<file path="src/rtl/stage4_mem_pkg.sv">
// Shared definitions for the MEM stage: FSM state encoding, default timeout
// constants and the byte-to-word address helper.
package stage4_mem_pkg;

  typedef enum logic {
    StIdle = 1'b0,
    StWait = 1'b1
  } state_e;

  localparam int unsigned DefTimeout = 255;
  localparam int unsigned DefCntW    = 8;

  // Data memory is word addressed; low byte-offset bits are cleared.
  function automatic logic [31:0] word_addr(logic [31:0] byte_addr);
    return byte_addr & 32'hFFFF_FFFC;
  endfunction

endpackage

</file>
<file path="src/rtl/stage4_mem_if.sv">
// Data-memory request/ready bus between the MEM stage (master) and the
// external data memory (slave).
interface stage4_mem_if;

  logic        dmem_req;
  logic        dmem_we;
  logic [31:0] dmem_addr;
  logic [31:0] dmem_wdata;
  logic        dmem_ready;
  logic [31:0] dmem_rdata;

  modport master (
    output dmem_req,
    output dmem_we,
    output dmem_addr,
    output dmem_wdata,
    input  dmem_ready,
    input  dmem_rdata
  );

  modport slave (
    input  dmem_req,
    input  dmem_we,
    input  dmem_addr,
    input  dmem_wdata,
    output dmem_ready,
    output dmem_rdata
  );

endinterface

</file>
<file path="src/rtl/stage4_mem_dmem_ctl.sv">
// Data-memory access controller: IDLE/WAIT FSM, wait-state timeout counter,
// request/stall generation, completion and abort strobes, sticky bus error.
module stage4_mem_dmem_ctl
  import stage4_mem_pkg::*;
#(
  parameter int unsigned TIMEOUT = DefTimeout,
  parameter int unsigned CNT_W   = DefCntW
) (
  input  logic clk,
  input  logic rst_n,
  input  logic acc,
  input  logic ready,
  output logic req,
  output logic stall,
  output logic done,
  output logic abort,
  output logic bus_err
);

  state_e           state;
  logic [CNT_W-1:0] cnt;
  logic             at_limit;

  assign at_limit = (cnt == CNT_W'(TIMEOUT - 1));

  // Request/stall decode; gated by reset so the bus drops as soon as rst_n falls.
  always_comb begin
    req   = 1'b0;
    stall = 1'b0;
    done  = 1'b0;
    abort = 1'b0;
    if (rst_n) begin
      unique case (state)
        StIdle: begin
          req   = acc;
          done  = acc & ready;
          stall = acc & ~ready;
        end
        StWait: begin
          req   = 1'b1;
          done  = ready;
          abort = ~ready & at_limit;
          stall = ~ready & ~at_limit;
        end
        default: ;
      endcase
    end
  end

  // FSM, wait counter and sticky timeout flag.
  always_ff @(posedge clk or negedge rst_n) begin
    if (!rst_n) begin
      state   <= StIdle;
      cnt     <= '0;
      bus_err <= 1'b0;
    end else begin
      unique case (state)
        StIdle: begin
          if (acc && !ready) begin
            state <= StWait;
            cnt   <= '0;
          end
        end
        StWait: begin
          if (ready || at_limit) begin
            state <= StIdle;
          end else begin
            cnt <= cnt + CNT_W'(1);
          end
        end
        default: state <= StIdle;
      endcase
      if (abort) begin
        bus_err <= 1'b1;
      end
    end
  end

endmodule

</file>
<file path="src/rtl/stage4_mem.sv">
// MEM stage of the five-stage MIPS pipeline: drives the data-memory bus,
// stalls upstream during wait states, resolves the branch and holds the
// MEM/WB register. Optional misaligned-access trap: STAGE4_ALIGN_CHECK_EN.
module stage4_mem
  import stage4_mem_pkg::*;
#(
  parameter int unsigned TIMEOUT = DefTimeout,
  parameter int unsigned CNT_W   = DefCntW
) (
  input  logic        clk,
  input  logic        rst_n,
  input  logic [31:0] alurslt,
  input  logic [31:0] data2,
  input  logic [4:0]  wrreg,
  input  logic        zero,
  input  logic [31:0] pc4,
  input  logic        memread,
  input  logic        memwrite,
  input  logic        branch,
  input  logic        regwrite,
  input  logic        memtoreg,
  output logic        pcsrc,
  output logic [31:0] baddr,
  output logic        stall,
  stage4_mem_if.master dmem,
  output logic [31:0] rdata_out,
  output logic [31:0] alurslt_out,
  output logic [4:0]  wrreg_out,
  output logic        regwrite_out,
  output logic        memtoreg_out,
  output logic        bus_err
`ifdef STAGE4_ALIGN_CHECK_EN
  ,
  output logic        align_err
`endif
);

  logic acc;
  logic is_load;
  logic misalign;
  logic mem_acc;
  logic done;
  logic abort;

  // A store wins when both requests are set.
  assign acc     = memread | memwrite;
  assign is_load = memread & ~memwrite;

`ifdef STAGE4_ALIGN_CHECK_EN
  assign misalign = acc & (alurslt[1:0] != 2'b00);
`else
  assign misalign = 1'b0;
`endif

  // Misaligned accesses never reach the bus.
  assign mem_acc = acc & ~misalign;

  stage4_mem_dmem_ctl #(
    .TIMEOUT (TIMEOUT),
    .CNT_W   (CNT_W)
  ) u_dmem_ctl (
    .clk     (clk),
    .rst_n   (rst_n),
    .acc     (mem_acc),
    .ready   (dmem.dmem_ready),
    .req     (dmem.dmem_req),
    .stall   (stall),
    .done    (done),
    .abort   (abort),
    .bus_err (bus_err)
  );

  assign dmem.dmem_we    = memwrite;
  assign dmem.dmem_addr  = word_addr(alurslt);
  assign dmem.dmem_wdata = data2;

  assign pcsrc = branch & zero;
  assign baddr = pc4;

  // MEM/WB register: bubble while stalled, otherwise capture the instruction.
  always_ff @(posedge clk or negedge rst_n) begin
    if (!rst_n) begin
      rdata_out    <= '0;
      alurslt_out  <= '0;
      wrreg_out    <= '0;
      regwrite_out <= 1'b0;
      memtoreg_out <= 1'b0;
    end else if (stall) begin
      regwrite_out <= 1'b0;
      memtoreg_out <= 1'b0;
    end else begin
      alurslt_out  <= alurslt;
      wrreg_out    <= wrreg;
      regwrite_out <= regwrite & ~abort & ~misalign;
      memtoreg_out <= memtoreg;
      rdata_out    <= (done && is_load) ? dmem.dmem_rdata : '0;
    end
  end

`ifdef STAGE4_ALIGN_CHECK_EN
  // Sticky misaligned-access flag.
  always_ff @(posedge clk or negedge rst_n) begin
    if (!rst_n) begin
      align_err <= 1'b0;
    end else if (misalign) begin
      align_err <= 1'b1;
    end
  end
`endif

endmodule

</file>
<file path="src/flat_wrapper.sv">
// flat-port wrapper written by rule: the top's interface ports become plain ports
module stage4_mem_flat import stage4_mem_pkg::*;
#(
  parameter int unsigned TIMEOUT = DefTimeout,
  parameter int unsigned CNT_W   = DefCntW
)
  (clk, rst_n, alurslt, data2, wrreg, zero, pc4, memread, memwrite, branch, regwrite, memtoreg, pcsrc, baddr, stall, rdata_out, alurslt_out, wrreg_out, regwrite_out, memtoreg_out, bus_err, dmem_dmem_req, dmem_dmem_we, dmem_dmem_addr, dmem_dmem_wdata, dmem_dmem_ready, dmem_dmem_rdata);
  stage4_mem_if dmem_i ();
  input  logic clk;
  input  logic rst_n;
  input  logic [31:0] alurslt;
  input  logic [31:0] data2;
  input  logic [4:0] wrreg;
  input  logic zero;
  input  logic [31:0] pc4;
  input  logic memread;
  input  logic memwrite;
  input  logic branch;
  input  logic regwrite;
  input  logic memtoreg;
  output logic pcsrc;
  output logic [31:0] baddr;
  output logic stall;
  output logic [31:0] rdata_out;
  output logic [31:0] alurslt_out;
  output logic [4:0] wrreg_out;
  output logic regwrite_out;
  output logic memtoreg_out;
  output logic bus_err;
  output wire logic [$bits(dmem_i.dmem_req)-1:0] dmem_dmem_req;
  output wire logic [$bits(dmem_i.dmem_we)-1:0] dmem_dmem_we;
  output wire logic [$bits(dmem_i.dmem_addr)-1:0] dmem_dmem_addr;
  output wire logic [$bits(dmem_i.dmem_wdata)-1:0] dmem_dmem_wdata;
  input wire logic [$bits(dmem_i.dmem_ready)-1:0] dmem_dmem_ready;
  input wire logic [$bits(dmem_i.dmem_rdata)-1:0] dmem_dmem_rdata;
  assign dmem_dmem_req = dmem_i.dmem_req;
  assign dmem_dmem_we = dmem_i.dmem_we;
  assign dmem_dmem_addr = dmem_i.dmem_addr;
  assign dmem_dmem_wdata = dmem_i.dmem_wdata;
  assign dmem_i.dmem_ready = dmem_dmem_ready;
  assign dmem_i.dmem_rdata = dmem_dmem_rdata;
  stage4_mem #(.TIMEOUT(TIMEOUT), .CNT_W(CNT_W)) u_core (.clk(clk), .rst_n(rst_n), .alurslt(alurslt), .data2(data2), .wrreg(wrreg), .zero(zero), .pc4(pc4), .memread(memread), .memwrite(memwrite), .branch(branch), .regwrite(regwrite), .memtoreg(memtoreg), .pcsrc(pcsrc), .baddr(baddr), .stall(stall), .dmem(dmem_i), .rdata_out(rdata_out), .alurslt_out(alurslt_out), .wrreg_out(wrreg_out), .regwrite_out(regwrite_out), .memtoreg_out(memtoreg_out), .bus_err(bus_err));
endmodule
</file>
<file path="config.mk">
export PLATFORM = sky130hd
export DESIGN_NAME = stage4_mem_flat
export DESIGN_NICKNAME = d
export VERILOG_FILES = /design/src/rtl/stage4_mem_pkg.sv /design/src/rtl/stage4_mem_if.sv /design/src/rtl/stage4_mem_dmem_ctl.sv /design/src/rtl/stage4_mem.sv /design/src/flat_wrapper.sv
export SDC_FILE = /design/constraint.sdc
export NUM_CORES = 1
export LEC_CHECK = 0
export CAP_MARGIN = 20
export CELL_PAD_IN_SITES_DETAIL_PLACEMENT = 1
export CELL_PAD_IN_SITES_GLOBAL_PLACEMENT = 1
export CORE_ASPECT_RATIO = 0.5
export CORE_UTILIZATION = 25
export DETAILED_ROUTE_END_ITERATION = 12
export PLACE_DENSITY = 0.84
export SYNTH_ARGS = -nofsm -noshare
export SYNTH_HDL_FRONTEND = slang
export SYNTH_SLANG_ARGS = --single-unit
</file>
<file path="constraint.sdc">
create_clock -name clk -period 4.2 [get_ports clk]
set_input_delay 0.84 -clock clk [delete_from_list [all_inputs] [get_ports clk]]
set_output_delay 0.84 -clock clk [all_outputs]
set_load 0.03 [all_outputs]
</file>
==> run summary, run 1 <==
TIMING
---------------------------------------------------------------------------------
Setup TNS                                                                    0 ns
Fmax                                                                    0.288 GHz
Transition time of the tightest slew-check pin                           0.852 ns
Final-report setup violation count                                              0
Time the final worst path needs with I/O delays and setup                 3.47 ns
Final-report max-slew violation count                                           0
Hold violation total from the final report                                      0
Relative slew margins                                                       0.432
Post-route clock period utilization                                         0.827
Worst clock skew on the final layout                                   0.00932 ns
Unrepaired setup endpoints after global routing                                no

FLOORPLAN
---------------------------------------------------------------------------------
Chip Height                                                               90.2 um
Core Footprint                                                         0.0148 mm2
Width of the chip                                                          178 um
Die area                                                               0.0161 mm2
Number of placement rows                                                       31
Count of pins on the block boundary                                           314
Initial Util                                                                0.263

CLOCK NETWORK
---------------------------------------------------------------------------------
Number of buffers inserted by hold repair at cts                                0
Post-CTS Repair Setup Buffers                                                   0
CTS root buf                                                            clkbuf_16
Reg clk slew, reported paths                                              0.06 ns
Number of buffers created by CTS                                                9
Clock tree from TritonCTS                                                    done
Worst-skew pair later-pin latency                                         0.33 ns
TritonCTS sink count                                                           81
Number of gates resized after CTS                                               0
Deepest clock path buffer count                                                 2
H-tree depth                                                                    3

ROUTE
---------------------------------------------------------------------------------
Detailed-route vias per instance                                             4.38
Detailed-route DRC error count                                                  0
Number of routed nets with antenna violations                                   0
Total length of routed wires                                             10800 um
Detailed-route wire length per cell                                       17.9 um
Detailed Route Iter0 Violations                                                59
DR pass1 iterations                                                             4
DR vias                                                                      2654

FINISH
---------------------------------------------------------------------------------
Post-layout net count                                                         547
Number of standard cells in the layout, taps in and fillers out               606
Final design utilization                                                    0.371
Syn-to-layout area delta                                                    41.3%
Fraction of layout instances using a drive strength above 1                 0.142
Total inserted antenna cells                                                    0

LOGIC SYNTHESIS
---------------------------------------------------------------------------------
Sequential fraction of the synthesis area                                   0.521
Count of mapped cells out of synthesis                                        313
Total of flip-flops plus latches after synthesis                               81
Post-Syn Area                                                         0.00389 mm2
Post-synth ARST share                                                        1.00
Netlist cell types                                                             35
Syn Area/Cell                                                            12.4 um2
Warning count from the yosys run                                                0
Cell types occupying the most area after synthesis                   dfrtp_1 (52%), buf_4 (19%), mux2_2 (9.8%), a22o_1 (7.2%), o211ai_1 (0.96%)
Count of flip-flops with a built-in enable after synthesis                      0
Fraction of post-synthesis cell area in the top cell type by area           0.521
Top flip-flop cell by instance count after synthesis                      dfrtp_1
Cell with the most instances after synthesis                                buf_4
Top post-synthesis cells by count                                    buf_4 (101), dfrtp_1 (81), mux2_2 (34)
Top cell type by total area after synthesis                               dfrtp_1

OUTCOME
---------------------------------------------------------------------------------
Run status                                                           finished, final reports clean

WORST SETUP PATH
---------------------------------------------------------------------------------
Slowest cell on the critical path                                         o31ai_1
Worst path cell trace                                                clkdlybuf4s50_1, o31ai_1, inv_1, clkdlybuf4s50_1
Biggest fanout along the worst timing path                                      4
Source of the worst register-to-register timing path                 u_core.u_dmem_ctl.cnt[0]
Setup crit end kind                                                   output port
CP startpoint kind                                                   primary input
Worst endpoint required time                                              3.36 ns
Most repeated library cell on the critical path                      clkdlybuf4s50_1
Worst setup slack for register-to-register paths                          1.67 ns
Critical path data arrival time                                           2.63 ns
Category of the critical setup timing path                           primary input to output port
Number of buffer and inverter instances along the worst setup path              3
Depth of the most critical reg-to-reg path                                      6
Top cell family by delay on the critical path                        buffers and inverters
Crit Reg-Reg Endpoint                                                u_core.alurslt_out[14]
Crit-path max cell delay                                                  0.63 ns

JOB
---------------------------------------------------------------------------------
Max-Cap Viols                                                                   0

GLOBAL ROUTE
---------------------------------------------------------------------------------
Pin count of the biggest net entering global routing                           71
First-pass GRT wire length                                               16900 um
GR Util All Layers                                                          0.138
Via count of the first global-routing pass                                   2811
Antenna violations before repair                                                0
Residual overflow from global routing                                           0

POWER
---------------------------------------------------------------------------------
P per Cell Area                                                        374 mW/mm2
Pwr Total                                                                 2.06 mW
Static leakage                                                            2.25 nW
Maximum vdd ir drop                                                        178 uV

PLACE
---------------------------------------------------------------------------------
Routability-driven placement congestion ratio                               0.763
Placed Instances                                                              590
Number of I/O port buffers                                                    183
Half-perimeter wire length of the detailed placement result               8140 um

WORST HOLD PATH
---------------------------------------------------------------------------------
Type of the tightest min-delay check                                 primary input to async pin

-- stage by stage --
step           hold slack, ns  area, um2  setup slack (ns)
4_1_cts                 0.435       5500             0.688
5_1_grt                 0.449       5500             0.662
3_5_place_dp            0.458       5200             0.732
3_3_place_gp            0.460       5200             0.793
6_report                0.426       5500             0.726
2_1_floorplan           0.544       3890              1.70
-- where the power goes --
group	total, mW	internal (mW)	switching, mW
logic	0.417	0.199	0.218
clock network	0.785	0.460	0.326
registers	0.855	0.826	0.0298
total	2.06	1.48	0.574
-- worst max path at each step --
stage / start / to / depth (start not counted)
4_1_cts: memwrite / dmem_dmem_req / 4
2_1_floorplan: memwrite / stall / 3
3_5_place_dp: memwrite / dmem_dmem_req / 4
3_3_place_gp: memwrite / dmem_dmem_req / 4
5_1_grt: memwrite / dmem_dmem_req / 4
6_report: memwrite / dmem_dmem_req / 4
-- cell type report --
class | instances | area [um2]
timing repair buffer | 186 | 1850
clock inverter | 7 | 68.8
sequential | 81 | 2030
multi-input combinational | 116 | 1040
clock buffer | 9 | 225
fill | 1590 | 9320
inverter | 9 | 33.8
tap | 198 | 248
-- metal layers --
| layer | track usage | wire (um) | up-vias |
|---|---|---|---|
| met3 | 0.0389 | 563 | 28 |
| met5 | 0 | 0 | - |
| met2 | 0.249 | 5910 | 89 |
| li1 | - | - | 1185 |
| met4 | 0.0438 | 191 | 0 |
| met1 | 0.156 | 4170 | 1352 |
-- flip-flops by register name (all words and copies together), names as in the netlist --
register,flops
u_core.alurslt_out,32
u_core.memtoreg_out,1
u_core.rdata_out,32
u_core.regwrite_out,1
u_core.u_dmem_ctl.bus_err,1
u_core.u_dmem_ctl.cnt,8
u_core.u_dmem_ctl.state,1
u_core.wrreg_out,5
-- placed cells by master (no fill, tap or decap), drive strengths merged, types with 4 or more instances in the layout --
| cell | n |
|---|---|
| nand3 | 4 |
| mux2 | 37 |
| clkdlybuf4s50 | 181 |
| a22o | 32 |
| buf | 5 |
| clkbuf | 9 |
| inv | 10 |
| dfrtp | 81 |
| o211ai | 5 |
-- cells by family after synthesis --
logic type      count (synthesis)  share of synthesized area
simple gates                   21                     0.0338
fa+ha+maj                       2                    0.00643
flops                          81                      0.521
buf+inv                       117                      0.211
compound gates                 53                      0.117
mux                            38                      0.110
other cells                     1                   0.000964
Note: power is estimated with default switching activity, not from simulation.
==> run 2, diff against run 1 <==
Settings changed: CORE_UTILIZATION 25 to 21, PLACE_DENSITY 0.84 to 0.75.
Clock period 4.2 ns to 3.1 ns, I/O delays scaled along.
==> run 2 against run 1 <==
Effect of this change: sequential share of layout area down 0.69 points; utilization down 5.5 points; global-route usage down 2.2 points; via count down 0.79%; non-clock buffer count up 5; sequential power up 36%; register-to-register slack worse by 0.84 ns; total power up 36%; combinational power up 37%; largest cell class unchanged; largest power group unchanged; highest routed layer unchanged.
==> run summary, run 2 (synthesized netlist as in run 1, its figures left out) <==
OUTCOME
---------------------------------------------------------------------------------
Run status                                                           finished, final reports clean

CLOCK NETWORK
---------------------------------------------------------------------------------
Number of buffers created by CTS                                                9   unchanged
H-tree depth                                                                    3   unchanged
Number of buffers inserted by hold repair at cts                                0   unchanged
Deepest clock path buffer count                                                 2   unchanged
Post-CTS Repair Setup Buffers                                                   0   unchanged
Reg clk slew, reported paths                                              0.06 ns   about the same
Number of gates resized after CTS                                               0   unchanged
Clock tree from TritonCTS                                                    done
CTS root buf                                                            clkbuf_16
Worst-skew pair later-pin latency                                         0.33 ns   about the same
TritonCTS sink count                                                           81   unchanged

FLOORPLAN
---------------------------------------------------------------------------------
Core Footprint                                                         0.0177 mm2   +20%
Chip Height                                                               98.2 um   +8.9%
Number of placement rows                                                       34   +9.7%
Count of pins on the block boundary                                           314   unchanged
Width of the chip                                                          194 um   +9.0%
Die area                                                               0.0191 mm2   +19%
Initial Util                                                                0.219   -0.0433

POWER
---------------------------------------------------------------------------------
Switching portion of total power                                            0.276   -0.00284
Maximum vdd ir drop                                                        271 uV   +53%
Part of the total power dissipated in the clock network                     0.380   -0.002
Relative contribution of combinational cells to total power                 0.205   +0.002
Pwr Total                                                                 2.79 mW   +36%
Pint                                                                      2.02 mW   +36%
P per Cell Area                                                        499 mW/mm2   +33%
Static leakage                                                            2.28 nW   +1.4%
NetSw                                                                      771 uW   +34%
Flop pwr share                                                              0.415   about the same

TIMING
---------------------------------------------------------------------------------
Relative slew margins                                                       0.582   +0.149
Transition time of the tightest slew-check pin                           0.627 ns   -0.225 ns
Hold violation total from the final report                                      0   unchanged
Setup TNS                                                                    0 ns   unchanged
Final-report setup violation count                                              0   unchanged
Fmax                                                                    0.371 GHz
Post-route clock period utilization                                         0.870
Final-report max-slew violation count                                           0   unchanged
Unrepaired setup endpoints after global routing                                no
Time the final worst path needs with I/O delays and setup                 2.70 ns
Worst clock skew on the final layout                                   0.00497 ns   -0.00435 ns

FINISH
---------------------------------------------------------------------------------
Final design utilization                                                    0.316   -0.0552
Number of standard cells in the layout, taps in and fillers out               647   +6.8%
Fraction of layout instances using a drive strength above 1                 0.150   +0.00796
Area occupied by multi-input gates                                    0.00104 mm2   unchanged
Total inserted antenna cells                                                    0   unchanged
Layout Cell Area excl Fill                                            0.00560 mm2   +1.9%
Most frequent cells in the layout                                    clkdlybuf4s50_1 (181), dfrtp_1 (81), mux2_2 (34), a22o_1 (32)
Syn-to-layout area delta                                                    44.0%
Reg area                                                              0.00203 mm2   unchanged
Post-layout net count                                                         552   +0.91%
Filler cell count                                                            1914   +20%
Most common cell after layout, fill and taps aside                   clkdlybuf4s50_1
Largest registers ranked by flip-flop count                          u_core.alurslt_out: 32 flops, u_core.rdata_out: 32 flops, u_core.u_dmem_ctl.cnt: 8 flops

ROUTE
---------------------------------------------------------------------------------
DR vias                                                                      2633   -0.79%
Highest metal layer used by the detailed router                              met4
DR pass1 iterations                                                             4   unchanged
Detailed-route vias per instance                                             4.07   -7.1%
Total length of routed wires                                             10900 um   +0.38%
DR WL met3                                                                 677 um   +20%
Detailed-route wire length per cell                                       16.8 um   -6.0%
Detailed Route Iter0 Violations                                                51   -14%
Number of routed nets with antenna violations                                   0   unchanged
Detailed-route DRC error count                                                  0   unchanged
Met1 routed wirelength after detailed routing                             4160 um   -0.34%
Met2 routed wirelength                                                    5850 um   -0.98%

PLACE
---------------------------------------------------------------------------------
Half-perimeter wire length of the detailed placement result               8130 um   -0.13%
Placed instance area                                                  0.00528 mm2   +1.4%
Routability-driven placement congestion ratio                               0.771   +1.0%
Number of I/O port buffers                                                    183   unchanged
Placed Instances                                                              630   +6.8%

GLOBAL ROUTE
---------------------------------------------------------------------------------
First-pass GRT wire length                                               17000 um   +0.57%
Residual overflow from global routing                                           0   unchanged
Pin count of the biggest net entering global routing                           84   +18%
GR Util All Layers                                                          0.116   -0.0219
Antenna violations before repair                                                0   unchanged
Via count of the first global-routing pass                                   2888   +2.7%

WORST SETUP PATH
---------------------------------------------------------------------------------
Most repeated library cell on the critical path                      clkdlybuf4s50_1
Setup crit end kind                                                   output port
Number of buffer and inverter instances along the worst setup path              3   unchanged
Category of the critical setup timing path                           primary input to output port
Slowest cell on the critical path                                    clkdlybuf4s50_1
Biggest fanout along the worst timing path                                      4   unchanged
Worst endpoint required time                                              2.48 ns   -0.88 ns
Critical path data arrival time                                           2.08 ns   -0.55 ns
Worst path cell trace                                                clkdlybuf4s50_1, o31ai_1, inv_1, clkdlybuf4s50_1
Crit-path max cell delay                                                  0.59 ns   -0.04 ns
Top cell family by delay on the critical path                        buffers and inverters
CP startpoint kind                                                   primary input

WORST HOLD PATH
---------------------------------------------------------------------------------
Type of the tightest min-delay check                                 primary input to async pin

JOB
---------------------------------------------------------------------------------
Max-Cap Viols                                                                   0   unchanged

run 2: cell types whose count changed in the layout (fill, tap and decap cells not counted):
| cell | delta |
|---|---|
| buf_4 | +4 |
| clkinv_2 | -2 |
| buf_16 | +1 |
| clkbuf_1 | +1 |
| clkinv_4 | +1 |
run 2: routing by layer:
layer  global-route usage  vias up
li1                     -     1194
met1                0.126     1328
met2                0.208       84
met3               0.0418       27
met4               0.0409        0
met5                    0        -
run 2: path summary, 6_finish.rpt:
path                                           start                         to  slack [ns]  depth (start not counted)
max                                         memwrite              dmem_dmem_req        0.40                          4
min                                            rst_n       u_core.rdata_out[15]        0.30                          2
min in group clk           u_core.u_dmem_ctl.bus_err  u_core.u_dmem_ctl.bus_err        0.47                          1
min reg2reg                u_core.u_dmem_ctl.bus_err  u_core.u_dmem_ctl.bus_err        0.47                          1
max reg2reg                 u_core.u_dmem_ctl.cnt[0]     u_core.alurslt_out[20]        0.83                          6
max in group asynchronous                      rst_n      u_core.alurslt_out[6]        2.18                          3
run 2: worst reg2reg max path: stages (launching register included):
cell	delay [ns]
dfrtp_1	0.41
inv_1	0.09
ha_1	0.24
and4_1	0.25
a211oi_4	0.32
buf_4	0.43
mux2_2	0.40
run 2: cell type report:
cell class	count	share of cell area
flip-flops and latches	81	0.362
repair buffers	191	0.340
multi-input cells	116	0.187
well taps	234	0.0523
clock buffers	10	0.0409
clock inverters	6	0.0121
inverters	9	0.00603
run 2: through the flow:
stage	hold WS, ns	setup slack (ns)
3_5_place_dp	0.460	0.392
5_1_grt	0.309	0.308
2_1_floorplan	0.324	0.927
6_report	0.295	0.404
3_3_place_gp	0.451	0.403
4_1_cts	0.470	0.395
run 2: power groups by stage:
stage | clock [mW] | combinational, mW | sequential, mW
after floorplan | 0 | 0.340 | 1.28
after global placement | 0 | 0.569 | 1.17
after detailed placement | 0 | 0.575 | 1.18
after CTS | 1.11 | 0.577 | 1.16
after global routing | 1.14 | 0.606 | 1.17
final | 1.06 | 0.572 | 1.16
==> run 3, diff against run 2 <==
Settings changed: SKIP_CTS_REPAIR_TIMING set to 1.
==> results of run 3 <==
The final DEF is identical to that of run 2; final timing and power are the same.
